## src/rtl/ahb_pkg.sv

```systemverilog
// ============================================================================
// Module : ahb_pkg
// Brief  : Shared AHB encodings (HTRANS, HBURST, HSIZE) and default HPROT.
// Rev    : 1.0  initial release
// ============================================================================
`default_nettype none

package ahb_pkg;

    typedef enum logic [1:0] {
        HTRANS_IDLE   = 2'b00,
        HTRANS_BUSY   = 2'b01,
        HTRANS_NONSEQ = 2'b10,
        HTRANS_SEQ    = 2'b11
    } htrans_e;

    typedef enum logic [2:0] {
        HBURST_SINGLE = 3'd0,
        HBURST_INCR   = 3'd1,
        HBURST_WRAP4  = 3'd2,
        HBURST_INCR4  = 3'd3,
        HBURST_WRAP8  = 3'd4,
        HBURST_INCR8  = 3'd5,
        HBURST_WRAP16 = 3'd6,
        HBURST_INCR16 = 3'd7
    } hburst_e;

    typedef enum logic [2:0] {
        HSIZE_BYTE  = 3'd0,
        HSIZE_HWORD = 3'd1,
        HSIZE_WORD  = 3'd2,
        HSIZE_DWORD = 3'd3,
        HSIZE_128   = 3'd4,
        HSIZE_256   = 3'd5,
        HSIZE_512   = 3'd6,
        HSIZE_1024  = 3'd7
    } hsize_e;

    localparam logic [3:0] c_HPROT_DEF = 4'b0011;

    // NONSEQ and SEQ are the only transfer types that open a data phase
    function automatic logic trans_is_active(input logic [1:0] i_trans);
        return (i_trans == HTRANS_NONSEQ) || (i_trans == HTRANS_SEQ);
    endfunction

endpackage

`default_nettype wire

```

## src/rtl/ahb_dphase_reg.sv

```systemverilog
// ============================================================================
// Module : ahb_dphase_reg
// Brief  : Data-phase ownership registers, advanced only when HREADY is high.
//          Optional lock register enabled by AHB_M2S_LOCK_EN.
// Rev    : 1.0  initial release
// ============================================================================
`default_nettype none

module ahb_dphase_reg #(
    parameter int MID_W = 4
) (
    input  logic             clk,
    input  logic             rst,
    input  logic             i_hready,
    input  logic [MID_W-1:0] i_hmaster,
    input  logic             i_trans_act,
    input  logic             i_hwrite,
`ifdef AHB_M2S_LOCK_EN
    input  logic             i_hlock,
    output logic             o_hmastlockd,
`endif
    output logic [MID_W-1:0] o_hmasterd,
    output logic             o_dphase_act,
    output logic             o_dwrite
);

    logic [MID_W-1:0] r_hmasterd;
    logic             r_dphase_act;
    logic             r_dwrite;

    always_ff @(posedge clk or posedge rst) begin
        if (rst) begin
            r_hmasterd   <= '0;
            r_dphase_act <= 1'b0;
            r_dwrite     <= 1'b0;
        end else if (i_hready) begin
            r_hmasterd   <= i_hmaster;
            r_dphase_act <= i_trans_act;
            r_dwrite     <= i_trans_act & i_hwrite;
        end
    end

    assign o_hmasterd   = r_hmasterd;
    assign o_dphase_act = r_dphase_act;
    assign o_dwrite     = r_dwrite;

`ifdef AHB_M2S_LOCK_EN
    logic r_hmastlockd;

    always_ff @(posedge clk or posedge rst) begin
        if (rst) begin
            r_hmastlockd <= 1'b0;
        end else if (i_hready) begin
            r_hmastlockd <= i_hlock;
        end
    end

    assign o_hmastlockd = r_hmastlockd;
`endif

endmodule

`default_nettype wire

```

## src/rtl/ahb_m2s_mux_dp.sv

```systemverilog
// ============================================================================
// Module : ahb_m2s_mux_dp
// Brief  : N-master AHB master-to-slave mux with internal data-phase tracking,
//          invalid-select protection and saturating select-error counter.
//          Optional bus-lock routing enabled by AHB_M2S_LOCK_EN.
// Rev    : 1.0  initial release
// ============================================================================
`default_nettype none

module ahb_m2s_mux_dp #(
    parameter int         NUM_MASTERS = 4,
    parameter int         ADDR_W      = 32,
    parameter int         DATA_W      = 32,
    parameter int         MID_W       = 4,
    parameter logic [3:0] HPROT_DEF   = ahb_pkg::c_HPROT_DEF,
    parameter int         ERRCNT_W    = 8
) (
    input  logic                          HCLK,
    input  logic                          HRESET,
    input  logic [NUM_MASTERS*ADDR_W-1:0] HADDR_M,
    input  logic [NUM_MASTERS*2-1:0]      HTRANS_M,
    input  logic [NUM_MASTERS-1:0]        HWRITE_M,
    input  logic [NUM_MASTERS*3-1:0]      HSIZE_M,
    input  logic [NUM_MASTERS*3-1:0]      HBURST_M,
    input  logic [NUM_MASTERS*4-1:0]      HPROT_M,
    input  logic [NUM_MASTERS*DATA_W-1:0] HWDATA_M,
    input  logic [MID_W-1:0]              HMASTER,
    input  logic                          HREADY,
`ifdef AHB_M2S_LOCK_EN
    input  logic [NUM_MASTERS-1:0]        HLOCK_M,
    output logic                          HMASTLOCK,
    output logic                          HMASTLOCKD,
`endif
    output logic [ADDR_W-1:0]             HADDR,
    output logic [1:0]                    HTRANS,
    output logic                          HWRITE,
    output logic [2:0]                    HSIZE,
    output logic [2:0]                    HBURST,
    output logic [3:0]                    HPROT,
    output logic [DATA_W-1:0]             HWDATA,
    output logic [MID_W-1:0]              HMASTERD,
    output logic                          DPHASE_ACT,
    output logic [ERRCNT_W-1:0]           SEL_ERR_CNT
);

    import ahb_pkg::*;

    logic                w_sel_valid;
    logic [ADDR_W-1:0]   w_haddr;
    logic [1:0]          w_htrans;
    logic                w_hwrite;
    logic [2:0]          w_hsize;
    logic [2:0]          w_hburst;
    logic [3:0]          w_hprot;
    logic                w_trans_act;
    logic [MID_W-1:0]    w_hmasterd;
    logic                w_dwrite;
    logic                w_hmasterd_valid;
    logic [DATA_W-1:0]   w_hwdata;
    logic                w_err_inc;
    logic [ERRCNT_W-1:0] r_sel_err_cnt;

    assign w_sel_valid      = (32'(HMASTER) < NUM_MASTERS);
    assign w_hmasterd_valid = (32'(w_hmasterd) < NUM_MASTERS);

    // Address phase: defaults cover the invalid-select case, the loop overrides on a match
    always_comb begin
        w_haddr  = '0;
        w_htrans = HTRANS_IDLE;
        w_hwrite = 1'b0;
        w_hsize  = 3'd0;
        w_hburst = HBURST_SINGLE;
        w_hprot  = HPROT_DEF;
        for (int i = 0; i < NUM_MASTERS; i++) begin
            if (32'(HMASTER) == i) begin
                w_haddr  = HADDR_M[i*ADDR_W +: ADDR_W];
                w_htrans = HTRANS_M[i*2 +: 2];
                w_hwrite = HWRITE_M[i];
                w_hsize  = HSIZE_M[i*3 +: 3];
                w_hburst = HBURST_M[i*3 +: 3];
                w_hprot  = HPROT_M[i*4 +: 4];
            end
        end
    end

    assign w_trans_act = trans_is_active(w_htrans);

    assign HADDR  = w_haddr;
    assign HTRANS = w_htrans;
    assign HWRITE = w_hwrite;
    assign HSIZE  = w_hsize;
    assign HBURST = w_hburst;
    assign HPROT  = w_hprot;

`ifdef AHB_M2S_LOCK_EN
    logic w_hmastlock;
    logic w_hmastlockd;

    always_comb begin
        w_hmastlock = 1'b0;
        for (int i = 0; i < NUM_MASTERS; i++) begin
            if (32'(HMASTER) == i) begin
                w_hmastlock = HLOCK_M[i];
            end
        end
    end

    assign HMASTLOCK  = w_hmastlock;
    assign HMASTLOCKD = w_hmastlockd;
`endif

    ahb_dphase_reg #(
        .MID_W        (MID_W)
    ) u_dphase_reg (
        .clk          (HCLK),
        .rst          (HRESET),
        .i_hready     (HREADY),
        .i_hmaster    (HMASTER),
        .i_trans_act  (w_trans_act),
        .i_hwrite     (w_hwrite),
`ifdef AHB_M2S_LOCK_EN
        .i_hlock      (w_hmastlock),
        .o_hmastlockd (w_hmastlockd),
`endif
        .o_hmasterd   (w_hmasterd),
        .o_dphase_act (DPHASE_ACT),
        .o_dwrite     (w_dwrite)
    );

    assign HMASTERD = w_hmasterd;

    // Write data follows the registered owner, so a handover keeps the old master's data
    always_comb begin
        w_hwdata = '0;
        if (w_dwrite && w_hmasterd_valid) begin
            for (int i = 0; i < NUM_MASTERS; i++) begin
                if (32'(w_hmasterd) == i) begin
                    w_hwdata = HWDATA_M[i*DATA_W +: DATA_W];
                end
            end
        end
    end

    assign HWDATA = w_hwdata;

`ifdef AHB_M2S_LOCK_EN
    assign w_err_inc = ~w_sel_valid & (HREADY | w_hmastlockd);
`else
    assign w_err_inc = ~w_sel_valid & HREADY;
`endif

    always_ff @(posedge HCLK or posedge HRESET) begin
        if (HRESET) begin
            r_sel_err_cnt <= '0;
        end else if (w_err_inc && (r_sel_err_cnt != {ERRCNT_W{1'b1}})) begin
            r_sel_err_cnt <= r_sel_err_cnt + {{(ERRCNT_W-1){1'b0}}, 1'b1};
        end
    end

    assign SEL_ERR_CNT = r_sel_err_cnt;

endmodule

`default_nettype wire

```

## config.mk

```make
export PLATFORM = sky130hd
export DESIGN_NAME = ahb_m2s_mux_dp
export DESIGN_NICKNAME = d
export VERILOG_FILES = /design/src/rtl/ahb_pkg.sv /design/src/rtl/ahb_dphase_reg.sv /design/src/rtl/ahb_m2s_mux_dp.sv
export SDC_FILE = /design/constraint.sdc
export NUM_CORES = 1
export LEC_CHECK = 0
export ABC_AREA = 1
export CAP_MARGIN = 20
export CORE_AREA = 2 2 156 158
export CTS_CLUSTER_DIAMETER = 100
export DETAILED_ROUTE_END_ITERATION = 10
export DIE_AREA = 0 0 158 160
export SYNTH_ARGS = -nofsm -noshare
export SYNTH_HDL_FRONTEND = slang
export SYNTH_HIERARCHICAL = 1
export SYNTH_SLANG_ARGS = --single-unit
```

## constraint.sdc

```tcl
create_clock -name HCLK -period 1.4 [get_ports HCLK]
set_clock_uncertainty 0.1 [all_clocks]
set_input_delay 0.28 -clock HCLK [delete_from_list [all_inputs] [get_ports HCLK]]
set_output_delay 0.28 -clock HCLK [all_outputs]
set_load 0.005 [all_outputs]
```

==> results.json <==
{
  "path_clk_slew_ns": 0.04,
  "die_w_um": 158,
  "wl_met2_um": 15690,
  "wl_met1_um": 11110,
  "max_freq_mhz": 449.5,
  "ys_top_cells_by_area": "nand3_1 33%, nand3b_1 13%, nor2_1 11%",
  "dr.pass1.iters": 5,
  "core.rowCount": 57,
  "numCtsBuffers": 3,
  "drt_iter0_markers": 432,
  "pin_count": 405,
  "synth_cells": 702,
  "cap_violations": 0,
  "overflow": 0,
  "via_count": 7392,
  "finalSetupViolations": 89,
  "clk_latency_ns": 0.24,
  "start_util": 0.1572,
  "drc": 0,
  "h-tree-depth": 1,
  "synth-seq-area-share": 0.09358,
  "relSlewSlack": 0.7685,
  "drv_slew": 0,
  "leakage_nw": 4.699,
  "antenna_found_initial": 0,
  "core_sq_mm": 0.02382,
  "drive_gt1_frac": 0.4070,
  "routed_wl_um": 30170,
  "cts_tree": "yes",
  "cp_data_arrival_time_ns": 1.84,
  "syn_nets": 1018,
  "postLayoutCellArea_sq_mm": 0.01152,
  "cts.sinks": 14,
  "cp-end-kind": "output port",
  "wl_met3_um": 2209,
  "rsz0062_at_grt": "yes",
  "synth_top_area_share": 0.3262,
  "power-per-cell-area_mw_per_mm2": 424.1,
  "worstPathMaxFanout": 7,
  "cts_root_buf": "clkbuf_16",
  "nFillCells": 2322,
  "ctsHoldBuffers": 0,
  "synth.largest_area_cell": "nand3_1",
  "nets": 1554,
  "grt_max_degree": 39,
  "tightest_slew_ns": 0.3469,
  "die-area_sq_mm": 0.02528,
  "netlist_area_sq_mm": 0.003744,
  "violations": "setup timing",
  "cts_buffer_depth": 2,
  "ir_drop_mv": 0.3484,
  "ys_ff_latch": 14,
  "register_area_sq_um": 351.6,
  "via_per_inst": 4.738,
  "synth.avg_cell_area_sq_um": 5.333,
  "hpwl_um": 18200,
  "worstSetupPathType": "reg -> out",
  "holdCritPathClass": "in -> reg",
  "fp.dieH_um": 160,
  "finalCriticalPeriod_ns": 2.225,
  "hold_viol": 0,
  "antenna-diode-count": 0,
  "highest_layer": "met4",
  "wl_per_cell_um": 19.34,
  "syn2layout_area_growth_pct": 207.7,
  "ys_types": 22,
  "yosys_warnings": 6,
  "drtAntennaViolNets": 0,
  "gp_congestion": 0.8375,
  "dpl_cell_area_sq_mm": 0.008682,
  "multiInputGateArea_sq_mm": 0.003939,
  "finalPower_mw": 4.885,
  "fin_ws_ns": -0.8248,
  "first_global_vias": 7416,
  "cp.required_ns": 1.02,
  "start_kind": "flop",
  "io_buffer_count": 404,
  "outcome": "finished, violations left",
  "finalCritPeriodShare": 1.589,
  "track_usage": 0.2045,
  "grt_pass1_wl_um": 40490
}
flip-flops by register name, summed over array words and instances, names as in the netlist:
signal / count
SEL_ERR_CNT: 8
u_dphase_reg/o_hmasterd: 4
u_dphase_reg/o_dphase_act: 1
u_dphase_reg/o_dwrite: 1
Yosys cell counts:
library cell,number
nor2_4,4
buf_1,1
inv_2,6
o21ai_1,2
nor2_1,105
dfrtp_1,14
inv_1,46
nor3b_2,1
xor2_1,2
nand3_1,244
buf_2,54
nand2_2,1
xnor2_1,1
ha_1,1
nand2_1,98
nand4_1,43
buf_4,1
clkbuf_1,7
nor2_2,2
nand3b_1,66
o211ai_1,1
o21ai_0,2
critical path: stages, from the launching register on:
cell and delay [ns]:
dfrtp_1 0.39, buf_6 0.12, nor2_4 0.11, buf_12 0.14, buf_8 0.13, buf_12 0.10
buf_16 0.13, nand3_2 0.07, nand2_1 0.06, nor2_1 0.04, nor2_1 0.14, buf_2 0.15
through the flow:
step / utilization / TNS [ns] / hold slack, ns / cells / setup WS (ns)
after global placement: 0.3645 / -76.22 / 0.3660 / 1441 / -1.133
after CTS: 0.4494 / -41.65 / 0.1547 / 1552 / -0.7499
after detailed placement: 0.3645 / -76.67 / 0.3842 / 1441 / -1.124
after global routing: 0.4836 / -44.65 / 0.1577 / 1560 / -0.8770
after floorplan: - / -3.006 / -0.02904 / 702 / -0.09564
final: 0.4836 / -39.42 / 0.1542 / 1560 / -0.8248
placed cells by master (no fill, tap or decap), types with 25 or more instances in the layout:
cell type / instances
clkdlybuf4s50_1: 310
nand3_2: 122
nand3_1: 112
buf_2: 76
nor2_1: 73
nand3b_1: 66
nand2_1: 59
buf_6: 58
buf_4: 44
nand4_1: 43
buf_12: 43
inv_1: 42
nand2_2: 27
nor2_2: 26
buf_8: 25
final timing paths:
kind                                       startpoint                          to  slack, ns  depth (start not counted)
setup / recovery           u_dphase_reg/o_hmasterd[2]                   HWDATA[9]      -0.82                         11
hold / removal                             HMASTER[2]  u_dphase_reg/o_hmasterd[2]       0.15                          3
setup reg to reg                       SEL_ERR_CNT[0]              SEL_ERR_CNT[6]          0                          8
hold reg to reg                 u_dphase_reg/o_dwrite       u_dphase_reg/o_dwrite       0.39                          2
max in group asynchronous                      HRESET              SEL_ERR_CNT[3]       0.67                          2
min in group asynchronous                      HRESET   u_dphase_reg/o_dphase_act       0.22                          2
area by class of cell:
| type | instances | area share |
|---|---|---|
| well taps | 324 | 0.03519 |
| clock buffers | 3 | 0.006517 |
| inverters | 52 | 0.01716 |
| repair buffers | 594 | 0.5687 |
| flip-flops and latches | 14 | 0.03052 |
| multi-input cells | 573 | 0.3419 |
per-layer routing:
metal / GRT usage / up-vias
li1: - / 3486
met1: 0.2234 / 3464
met2: 0.3885 / 374
met3: 0.03501 / 68
met4: 0.07453 / 0
met5: 0 / -
cells by family (layout without fill, tap and decap cells):
group / after synthesis / after routing / share of synthesized area
flip-flops: 14 / 14 / 0.09358
buffers and inverters: 115 / 649 / 0.1344
adder cells (fa/ha/maj): 1 / 1 / 0.003342
XOR/XNOR: 3 / 3 / 0.007020
AO/OA/AOI/OAI: 5 / 5 / 0.007354
AND/OR/NAND/NOR: 564 / 564 / 0.7543
power breakdown:
group / leakage, nW / internal (mW) / total [mW] / switching [mW]
clock: 0.0370 / 0.373 / 0.534 / 0.161
combinational: 4.48 / 2.29 / 3.83 / 1.54
sequential: 0.180 / 0.473 / 0.522 / 0.0491
total: 4.70 / 3.13 / 4.89 / 1.75
repair_timing:
| action | in CTS | in global routing |
|---|---|---|
| endpoints found under the setup margin | 100 | 90 |
| setup buffers | 89 | 23 |
| resized for setup | 585 | 193 |
| pin swaps | 88 | 107 |
| gates cloned | 28 | 13 |
(Power assumes the default switching activity.)
